File: src/rtl/mem_bus_pkg.sv
// Shared definitions for the unified memory port initiator.
//   state_t      : sequencing FSM states (IDLE, ACCESS, RESP)
//   PORT_IF/D    : encoding of the served requester
//   ADDR_W_DEF / DATA_W_DEF : default bus widths
//   CNT_W        : width of the wait-state down-counter (READ_LATENCY 0..15)
package mem_bus_pkg;

    typedef enum logic [1:0] {
        IDLE   = 2'd0,
        ACCESS = 2'd1,
        RESP   = 2'd2
    } state_t;

    localparam logic PORT_IF = 1'b0;
    localparam logic PORT_D  = 1'b1;

    localparam int ADDR_W_DEF = 16;
    localparam int DATA_W_DEF = 16;
    localparam int CNT_W      = 4;

endpackage

File: src/rtl/mem_port_arb.sv
// Two-input priority select between the data and fetch requesters.
//   if_req, d_req : request levels
//   mask_en       : when high, the port named by mask_port may not be granted
//   mask_port     : port excluded while mask_en is high
//   grant         : some port is granted
//   grant_port    : granted port (PORT_D has priority)
module mem_port_arb
    import mem_bus_pkg::*;
(
    input  logic if_req,
    input  logic d_req,
    input  logic mask_en,
    input  logic mask_port,
    output logic grant,
    output logic grant_port
);

    logic if_ok;
    logic d_ok;

    // Masking the just-served port in RESP is what makes contention alternate.
    assign d_ok       = d_req  && !(mask_en && (mask_port == PORT_D));
    assign if_ok      = if_req && !(mask_en && (mask_port == PORT_IF));
    assign grant      = d_ok || if_ok;
    assign grant_port = d_ok ? PORT_D : PORT_IF;

endmodule

File: src/rtl/mem_access_master.sv
// Initiator for the single 16-bit von Neumann memory port. Arbitrates the
// instruction-fetch and data requesters, drives the memory interface with
// registered outputs and returns read data with a one-cycle valid pulse.
// READ_LATENCY adds wait states before memReadData is sampled.
// Ports:
//   clock, resetn                  : clock, synchronous active-low reset
//   ifReq/ifAddr -> ifValid/ifData : fetch requester
//   dReq/dWe/dAddr/dWdata -> dValid/dRdata : data requester (load/store)
//   busy                           : high while in ACCESS
//   memEnable/memWriteEnable/memAddress/memWriteData/memReadData : memory side
module mem_access_master
    import mem_bus_pkg::*;
#(
    parameter int ADDR_WIDTH   = ADDR_W_DEF,
    parameter int DATA_WIDTH   = DATA_W_DEF,
    parameter int READ_LATENCY = 0
) (
    input  logic                  clock,
    input  logic                  resetn,
    input  logic                  ifReq,
    input  logic [ADDR_WIDTH-1:0] ifAddr,
    output logic                  ifValid,
    output logic [DATA_WIDTH-1:0] ifData,
    input  logic                  dReq,
    input  logic                  dWe,
    input  logic [ADDR_WIDTH-1:0] dAddr,
    input  logic [DATA_WIDTH-1:0] dWdata,
    output logic                  dValid,
    output logic [DATA_WIDTH-1:0] dRdata,
    output logic                  busy,
    output logic                  memEnable,
    output logic                  memWriteEnable,
    output logic [ADDR_WIDTH-1:0] memAddress,
    output logic [DATA_WIDTH-1:0] memWriteData,
    input  logic [DATA_WIDTH-1:0] memReadData
);

    localparam logic [CNT_W-1:0] RL_INIT = CNT_W'(READ_LATENCY);

    state_t                state_q, state_d;
    logic [CNT_W-1:0]      cnt_q, cnt_d;
    logic                  served_q, served_d;
    logic                  en_q, en_d;
    logic                  we_q, we_d;
    logic [ADDR_WIDTH-1:0] addr_q, addr_d;
    logic [DATA_WIDTH-1:0] wdata_q, wdata_d;
    logic                  if_valid_q, if_valid_d;
    logic                  d_valid_q, d_valid_d;
    logic [DATA_WIDTH-1:0] if_data_q, if_data_d;
    logic [DATA_WIDTH-1:0] d_rdata_q, d_rdata_d;

    logic grant;
    logic grant_port;

    mem_port_arb u_arb (
        .if_req     (ifReq),
        .d_req      (dReq),
        .mask_en    (state_q == RESP),
        .mask_port  (served_q),
        .grant      (grant),
        .grant_port (grant_port)
    );

    always_ff @(posedge clock) begin
        if (!resetn) begin
            state_q    <= IDLE;
            cnt_q      <= '0;
            served_q   <= PORT_IF;
            en_q       <= 1'b0;
            we_q       <= 1'b0;
            addr_q     <= '0;
            wdata_q    <= '0;
            if_valid_q <= 1'b0;
            d_valid_q  <= 1'b0;
            if_data_q  <= '0;
            d_rdata_q  <= '0;
        end else begin
            state_q    <= state_d;
            cnt_q      <= cnt_d;
            served_q   <= served_d;
            en_q       <= en_d;
            we_q       <= we_d;
            addr_q     <= addr_d;
            wdata_q    <= wdata_d;
            if_valid_q <= if_valid_d;
            d_valid_q  <= d_valid_d;
            if_data_q  <= if_data_d;
            d_rdata_q  <= d_rdata_d;
        end
    end

    always_comb begin
        state_d    = state_q;
        cnt_d      = cnt_q;
        served_d   = served_q;
        en_d       = en_q;
        we_d       = we_q;
        addr_d     = addr_q;
        wdata_d    = wdata_q;
        if_valid_d = 1'b0;
        d_valid_d  = 1'b0;
        if_data_d  = if_data_q;
        d_rdata_d  = d_rdata_q;

        unique case (state_q)
            // IDLE and RESP share acceptance; in RESP the arbiter masks the
            // port that was just served.
            IDLE, RESP: begin
                if (grant) begin
                    state_d  = ACCESS;
                    cnt_d    = RL_INIT;
                    served_d = grant_port;
                    en_d     = 1'b1;
                    if (grant_port == PORT_D) begin
                        we_d    = dWe;
                        addr_d  = dAddr;
                        wdata_d = dWdata;
                    end else begin
                        we_d    = 1'b0;
                        addr_d  = ifAddr;
                        wdata_d = '0;
                    end
                end else begin
                    state_d = IDLE;
                    en_d    = 1'b0;
                    we_d    = 1'b0;
                end
            end
            ACCESS: begin
                if (cnt_q == '0) begin
                    state_d = RESP;
                    en_d    = 1'b0;
                    we_d    = 1'b0;
                    if (served_q == PORT_D) begin
                        d_valid_d = 1'b1;
                        if (!we_q) d_rdata_d = memReadData;
                    end else begin
                        if_valid_d = 1'b1;
                        if_data_d  = memReadData;
                    end
                end else begin
                    cnt_d = cnt_q - CNT_W'(1);
                end
            end
            default: state_d = IDLE;
        endcase
    end

    assign busy           = (state_q == ACCESS);
    assign memEnable      = en_q;
    assign memWriteEnable = we_q;
    assign memAddress     = addr_q;
    assign memWriteData   = wdata_q;
    assign ifValid        = if_valid_q;
    assign ifData         = if_data_q;
    assign dValid         = d_valid_q;
    assign dRdata         = d_rdata_q;

endmodule

File: config.mk
export PLATFORM = sky130hd
export DESIGN_NAME = mem_access_master
export DESIGN_NICKNAME = d
export VERILOG_FILES = /design/src/rtl/mem_bus_pkg.sv /design/src/rtl/mem_port_arb.sv /design/src/rtl/mem_access_master.sv
export SDC_FILE = /design/constraint.sdc
export NUM_CORES = 1
export LEC_CHECK = 0
export CELL_PAD_IN_SITES_DETAIL_PLACEMENT = 1
export CELL_PAD_IN_SITES_GLOBAL_PLACEMENT = 1
export CORE_MARGIN = 2
export CORE_UTILIZATION = 32
export DETAILED_ROUTE_END_ITERATION = 10
export PLACE_DENSITY = 0.84
export SYNTH_ARGS = -nofsm -noshare
export SYNTH_HDL_FRONTEND = slang
export SYNTH_SLANG_ARGS = --single-unit
File: constraint.sdc
create_clock -name clock -period 3 [get_ports clock]
set_input_delay 0.9 -clock clock [delete_from_list [all_inputs] [get_ports clock]]
set_output_delay 0.9 -clock clock [all_outputs]
set_load 0.05 [all_outputs]
==> results.cfg, run 1 <==
[pwr]
switchingPower_mw = 0.7769
p_leak_nw = 1.837
clkPwrFrac_pct = 34.2
power_frac_seq_pct = 41.8
pwr-share-comb_pct = 23.9
p_sw_share_pct = 29.46
max-vdd-ir-drop_mv = 0.2390
fin_total_pwr_mw = 2.637
internal_power_mw = 1.860
power_density_nw_per_um2 = 577.8

[detailed_routing]
drt_iter0_drc = 48
postRouteAntennaNets = 0
drcViolationCount = 0
wl_per_cell_um = 15.34
firstDrtPassIters = 4
wirelength_um = 8178
via_per_inst = 4.854
num_vias = 2587

[clock_tree]
tritoncts = done
cts_sinks = 75
clockBufferDepth = 2
cts_made_buffers = 9
insertion_delay_ns = 0.33
root_buffer = clkbuf_8
htree_num_levels = 3
cts.clk_slew.worst_paths_ns = 0.08

[sta]
slew_viol_final = 0
hold-worst-slack_ns = 0.4608
slew_headroom_pct = 19.53
setup-violations-final = 0
fin_worst_skew_ns = 0.006992
tns_ns = 0
worst_slew_pin_slew_ns = 1.205
rsz0062_at_grt = false
min_period_ns = 2.719
fmax_ghz = 0.3677
period_share_pct = 90.65
hold_violations = 0

[critical_path]
cp_top_family = simple AND/OR/NAND/NOR gates
startpoint_type = input port
rr_startpoint = served_q
critPathCaptureType = flop
rrSetupSlack_ns = 0.83
crit_arrival_ns = 2.99
required_ns = 3.27
critPathKind = input port to flop
slowest_delay_ns = 0.93
path_max_fanout = 18
worst-path-buf-inv = 1
cpMaxStageDelayCell = nor2b_1
critPathLaunch = dReq
crit_chain = clkdlybuf4s50_1 > mux2i_1 > a211oi_4 > nor2b_1 > a22o_1

[place]
dpl-instance-area_um2 = 4335
port_buffers = 137
placed_cells_incl_taps = 518
dp_hpwl_um = 6050
place_congestion = 0.7100

[synthesis]
synth_area_um2 = 2915
mappedNetlistNets = 361
synth_ff_type = dfxtp_1
ys.warnings.count = 0
netlist.top_cell.by_area = dfxtp_1
synth_edf_count = 0
synth_cell_types = 34
synth_common_cells = dfxtp_1 (75), nand2_1 (50), mux2i_1 (49)
synth-seq-cells = 75
yosysMostFrequentCell = dfxtp_1
synthTopCellsByArea = dfxtp_1 (52%), mux2i_1 (17%), nand2_1 (6.4%)
avgSynthCellArea_um2 = 10.02
synthDominantCellAreaShare_pct = 51.50
yosysSeqAreaShare_pct = 51.50
syn_inst = 291
ys_async_sr_fraction_pct = 0

[floorplan]
fp-row-count = 34
coreArea_um2 = 8763
io_pins = 138
die_w_um = 99.45
fp.dieArea_um2 = 9889
initial_core_util_pct = 33.27
dieHeight_um = 99.45

[job]
cap_violations = 0

[global_routing]
grt_overflow = 0
grt_start_max_net_pins = 56
first_global_vias = 2735
antenna_found_initial = 0
track_usage_pct = 16.91
grt_pass1_wl_um = 13410

[cells_and_area]
fin_nets = 491
fill_cells = 1008
diodes = 0
final_cell_area_um2 = 4564
final_cells = 533
regArea_um2 = 1501
syn2layout_area_growth_pct = 56.57
multi_input_area_um2 = 1291
drive_above_1_share_pct = 5.176

[run_status]
outcome = complete, no violations

[worst_hold_path]
worstHoldStart = ifData[11]
hold_path.class = flop to flop
[layout by cell type (no fill, tap or decap), types with 4 or more instances in the layout]
cell type,count
a21oi_1,18
a22o_1,16
and3_1,4
clkbuf_8,9
clkdlybuf4s50_1,135
dfxtp_1,75
inv_1,5
mux2i_1,49
nand2_1,50
nor2b_1,4
o21ai_0,19
[through the flow]
stage,utilization [%],setup slack [ns]
floorplan,-,0.9896
CTS,52.08,0.2552
global route,52.08,0.1059
finish,52.08,0.2806
global placement,49.47,0.05657
detailed placement,49.47,-0.1076
[area by class of cell]
| class | count | area share, % |
|---|---|---|
| Sequential cell | 75 | 32.89 |
| Timing Repair Buffer | 140 | 30.40 |
| Clock buffer | 10 | 2.796 |
| Tap cell | 108 | 2.961 |
| Clock inverter | 5 | 2.248 |
| Multi-Input combinational cell | 190 | 28.29 |
| Inverter | 5 | 0.4112 |
[kinds of logic after synthesis]
group	after synthesis	share of synthesized area [%]
simple gates	76	12.45
compound gates	64	14.33
buf+inv	26	4.464
mux	49	16.82
fa+ha+maj	1	0.4291
flops	75	51.50
[worst register-to-register path, cell delays in order, from the launching register on]
cell and delay (ns):
dfxtp_1 0.46, mux2i_1 0.32, a211oi_4 0.10, nor2b_1 0.93
a22o_1 0.29
[per-layer routing]
| metal | share of wire [%] | track usage (%) | up-vias |
|---|---|---|---|
| li1 | - | - | 1272 |
| met1 | 45 | 21.38 | 1213 |
| met2 | 47 | 28.38 | 95 |
| met3 | 7.3 | 4.216 | 7 |
| met4 | 0.98 | 5.374 | 0 |
| met5 | 0 | 0 | - |
[worst paths after layout]
kind	end	depth (start not counted)
worst max-delay path	memWriteData[1]	5
worst min register to register	ifData[11]	2
worst min-delay path	ifData[11]	2
worst max register to register	memWriteData[1]	4
[power by group through the flow]
| stage | registers [mW] | logic [mW] | clock network [mW] |
|---|---|---|---|
| final | 1.10 | 0.631 | 0.903 |
| after global routing | 1.11 | 0.668 | 0.977 |
| after CTS | 1.10 | 0.638 | 0.929 |
| after detailed placement | 1.13 | 0.637 | 0 |
| after global placement | 1.12 | 0.624 | 0 |
| after floorplan | 1.34 | 0.164 | 0 |
[flip-flops by register name, summed over array words and instances, names as in the netlist]
name and count:
memWriteData 16, state_q 2, memEnable 1, cnt_q 4
memAddress 16, ifData 16, served_q 1, memWriteEnable 1
ifValid 1, dValid 1, dRdata 16
[repair_timing]
action,in CTS,in global routing
setup buffers,0,0
setup endpoints to repair,1,0
hold buffers,0,0
gates resized for setup,1,0
Power figures use the tool's default switching activity.
==> inputs of run 2 (changes only) <==
--- a/config.mk
+++ b/config.mk
@@ -5,12 +5,13 @@
 export SDC_FILE = /design/constraint.sdc
 export NUM_CORES = 1
 export LEC_CHECK = 0
+export ABC_AREA = 1
 export CELL_PAD_IN_SITES_DETAIL_PLACEMENT = 1
 export CELL_PAD_IN_SITES_GLOBAL_PLACEMENT = 1
 export CORE_MARGIN = 2
-export CORE_UTILIZATION = 32
+export CORE_UTILIZATION = 30
 export DETAILED_ROUTE_END_ITERATION = 10
-export PLACE_DENSITY = 0.84
+export PLACE_DENSITY = 0.83
 export SYNTH_ARGS = -nofsm -noshare
 export SYNTH_HDL_FRONTEND = slang
 export SYNTH_SLANG_ARGS = --single-unit
==> results.cfg, run 2 <==
[floorplan]
dieHeight_um = 104.0
die_w_um = 104.0
initial_core_util_pct = 30.86
fp-row-count = 36
fp.dieArea_um2 = 10830
coreArea_um2 = 9729
io_pins = 138

[cells_and_area]
final_cell_mix = clkdlybuf4s50_1 (137), nor2_1 (108), nand2_1 (77)
syn2layout_area_growth_pct = 54.00
fin_nets = 604
fin_util_pct = 47.53
fill_cells = 1235
layout_commonest_cell = clkdlybuf4s50_1
regArea_um2 = 1501
final_cell_area_um2 = 4624
drive_above_1_share_pct = 6.134
diodes = 0
multi_input_area_um2 = 1284

[synthesis]
synth_edf_count = 0
yosysSeqAreaShare_pct = 50.00
ys.warnings.count = 0
synth_common_cells = nor2_1 (108), nand2_1 (77), dfxtp_1 (75)
synth-seq-cells = 75
synthTopCellsByArea = dfxtp_1 (50%), nor2_1 (14%), nand2_1 (9.6%)
synth_area_um2 = 3003
netlist.top_cell.by_area = dfxtp_1
mappedNetlistNets = 473
synthDominantCellAreaShare_pct = 50.00
synth_ff_type = dfxtp_1
synth_cell_types = 24
ys_async_sr_fraction_pct = 0
syn_inst = 403
yosysMostFrequentCell = nor2_1
avgSynthCellArea_um2 = 7.451

[pwr]
max-vdd-ir-drop_mv = 0.2458
internal_power_mw = 1.983
p_sw_share_pct = 37.86
clkPwrFrac_pct = 25.8
power_density_nw_per_um2 = 690.2
pwr-share-comb_pct = 36.6
fin_total_pwr_mw = 3.192
power_frac_seq_pct = 37.6
p_leak_nw = 1.824
switchingPower_mw = 1.208

[sta]
rsz0062_at_grt = false
period_share_pct = 93.16
slew_headroom_pct = 49.02
fin_worst_skew_ns = 0.009754
setup-violations-final = 0
min_period_ns = 2.795
hold_violations = 0
tns_ns = 0
fmax_ghz = 0.3578
slew_viol_final = 0
postLayoutSetupSlackWorst_ns = 0.2053
worst_slew_pin_slew_ns = 0.7638

[critical_path]
startpoint_type = flop
crit_chain = nand2_2 > inv_1 > clkdlybuf4s50_1
crit_arrival_ns = 1.89
critPathCaptureType = primary output
cpMaxStageDelayCell = clkdlybuf4s50_1
worst-path-buf-inv = 2
slowest_delay_ns = 0.84
cp_top_family = buffers and inverters
path_max_fanout = 6
critPathKind = flop to primary output
required_ns = 2.10

[detailed_routing]
firstDrtPassIters = 4
wl_per_cell_um = 14.47
drcViolationCount = 0
num_vias = 3161
postRouteAntennaNets = 0
drt_iter0_drc = 61
via_per_inst = 4.711
wirelength_um = 9710

[clock_tree]
cts_sinks = 75
cts_made_buffers = 9
tritoncts = done
insertion_delay_ns = 0.34
postCtsSetupBuffers = 0
cts_resized = 0
clockBufferDepth = 2
htree_num_levels = 3
cts.clk_slew.worst_paths_ns = 0.08
cts_hold_buf = 0
root_buffer = clkbuf_8

[place]
dpl-instance-area_um2 = 4418
place_ws_ns = 0.5336
place_congestion = 0.7677
dp_hpwl_um = 7270
port_buffers = 137

[job]
cap_violations = 0

[global_routing]
grt_start_max_net_pins = 36
grt_overflow = 0
first_global_vias = 3328
track_usage_pct = 18.06
antenna_found_initial = 0
grt_pass1_wl_um = 15850

[worst_hold_path]
hold_path.class = flop to flop

[run_status]
outcome = complete, no violations
-- run 2: kinds of logic after synthesis --
| group | Yosys count | share of synthesized area, % |
|---|---|---|
| buffers and inverters | 36 | 7.250 |
| adder cells (fa/ha/maj) | 1 | 0.4166 |
| AO/OA/AOI/OAI | 71 | 11.83 |
| AND/OR/NAND/NOR | 220 | 30.50 |
| flip-flops | 75 | 50.00 |
-- run 2: per-stage QoR --
| stage | hold slack (ns) | std cells |
|---|---|---|
| after global placement | 0.4530 | 656 |
| after detailed placement | 0.4620 | 656 |
| final | 0.4725 | 671 |
| after global routing | 0.4922 | 671 |
| after floorplan | 0.4738 | 403 |
| after CTS | 0.4755 | 671 |
-- run 2: final timing paths --
kind / from / end / slack, ns / cells after the start
worst max-delay path: state_q[0] / busy / 0.21 / 3
worst min-delay path: memWriteData[4] / memWriteData[4] / 0.47 / 2
worst max register to register: cnt_q[0] / dRdata[4] / 1.42 / 8
worst min register to register: memWriteData[4] / memWriteData[4] / 0.47 / 2
-- run 2: area by class of cell --
cell class	count	share of cell area, %
multi-input cells	292	27.76
flip-flops and latches	75	32.47
repair buffers	140	30.14
well taps	133	3.598
clock inverters	5	1.705
inverters	16	1.569
clock buffers	10	2.760
-- run 2: worst min-delay path, cell delays in order (launching register included) --
cell     delay, ns
dfxtp_1       0.32
nand2_1       0.06
a21oi_1       0.05
-- run 2: power groups by stage --
stage	clock network, mW	logic (mW)	registers (mW)
final	0.823	1.17	1.20
after detailed placement	0	1.18	1.22
after floorplan	0	0.398	1.60
after global routing	0.888	1.25	1.22
after CTS	0.851	1.18	1.20
after global placement	0	1.14	1.22
-- run 2: layer usage --
metal	part of all wire (%)	vias up	global-route usage, %
li1	-	1551	-
met4	2.0	0	6.564
met1	44	1490	20.61
met5	0	-	0
met2	49	104	32.85
met3	4.9	16	4.073
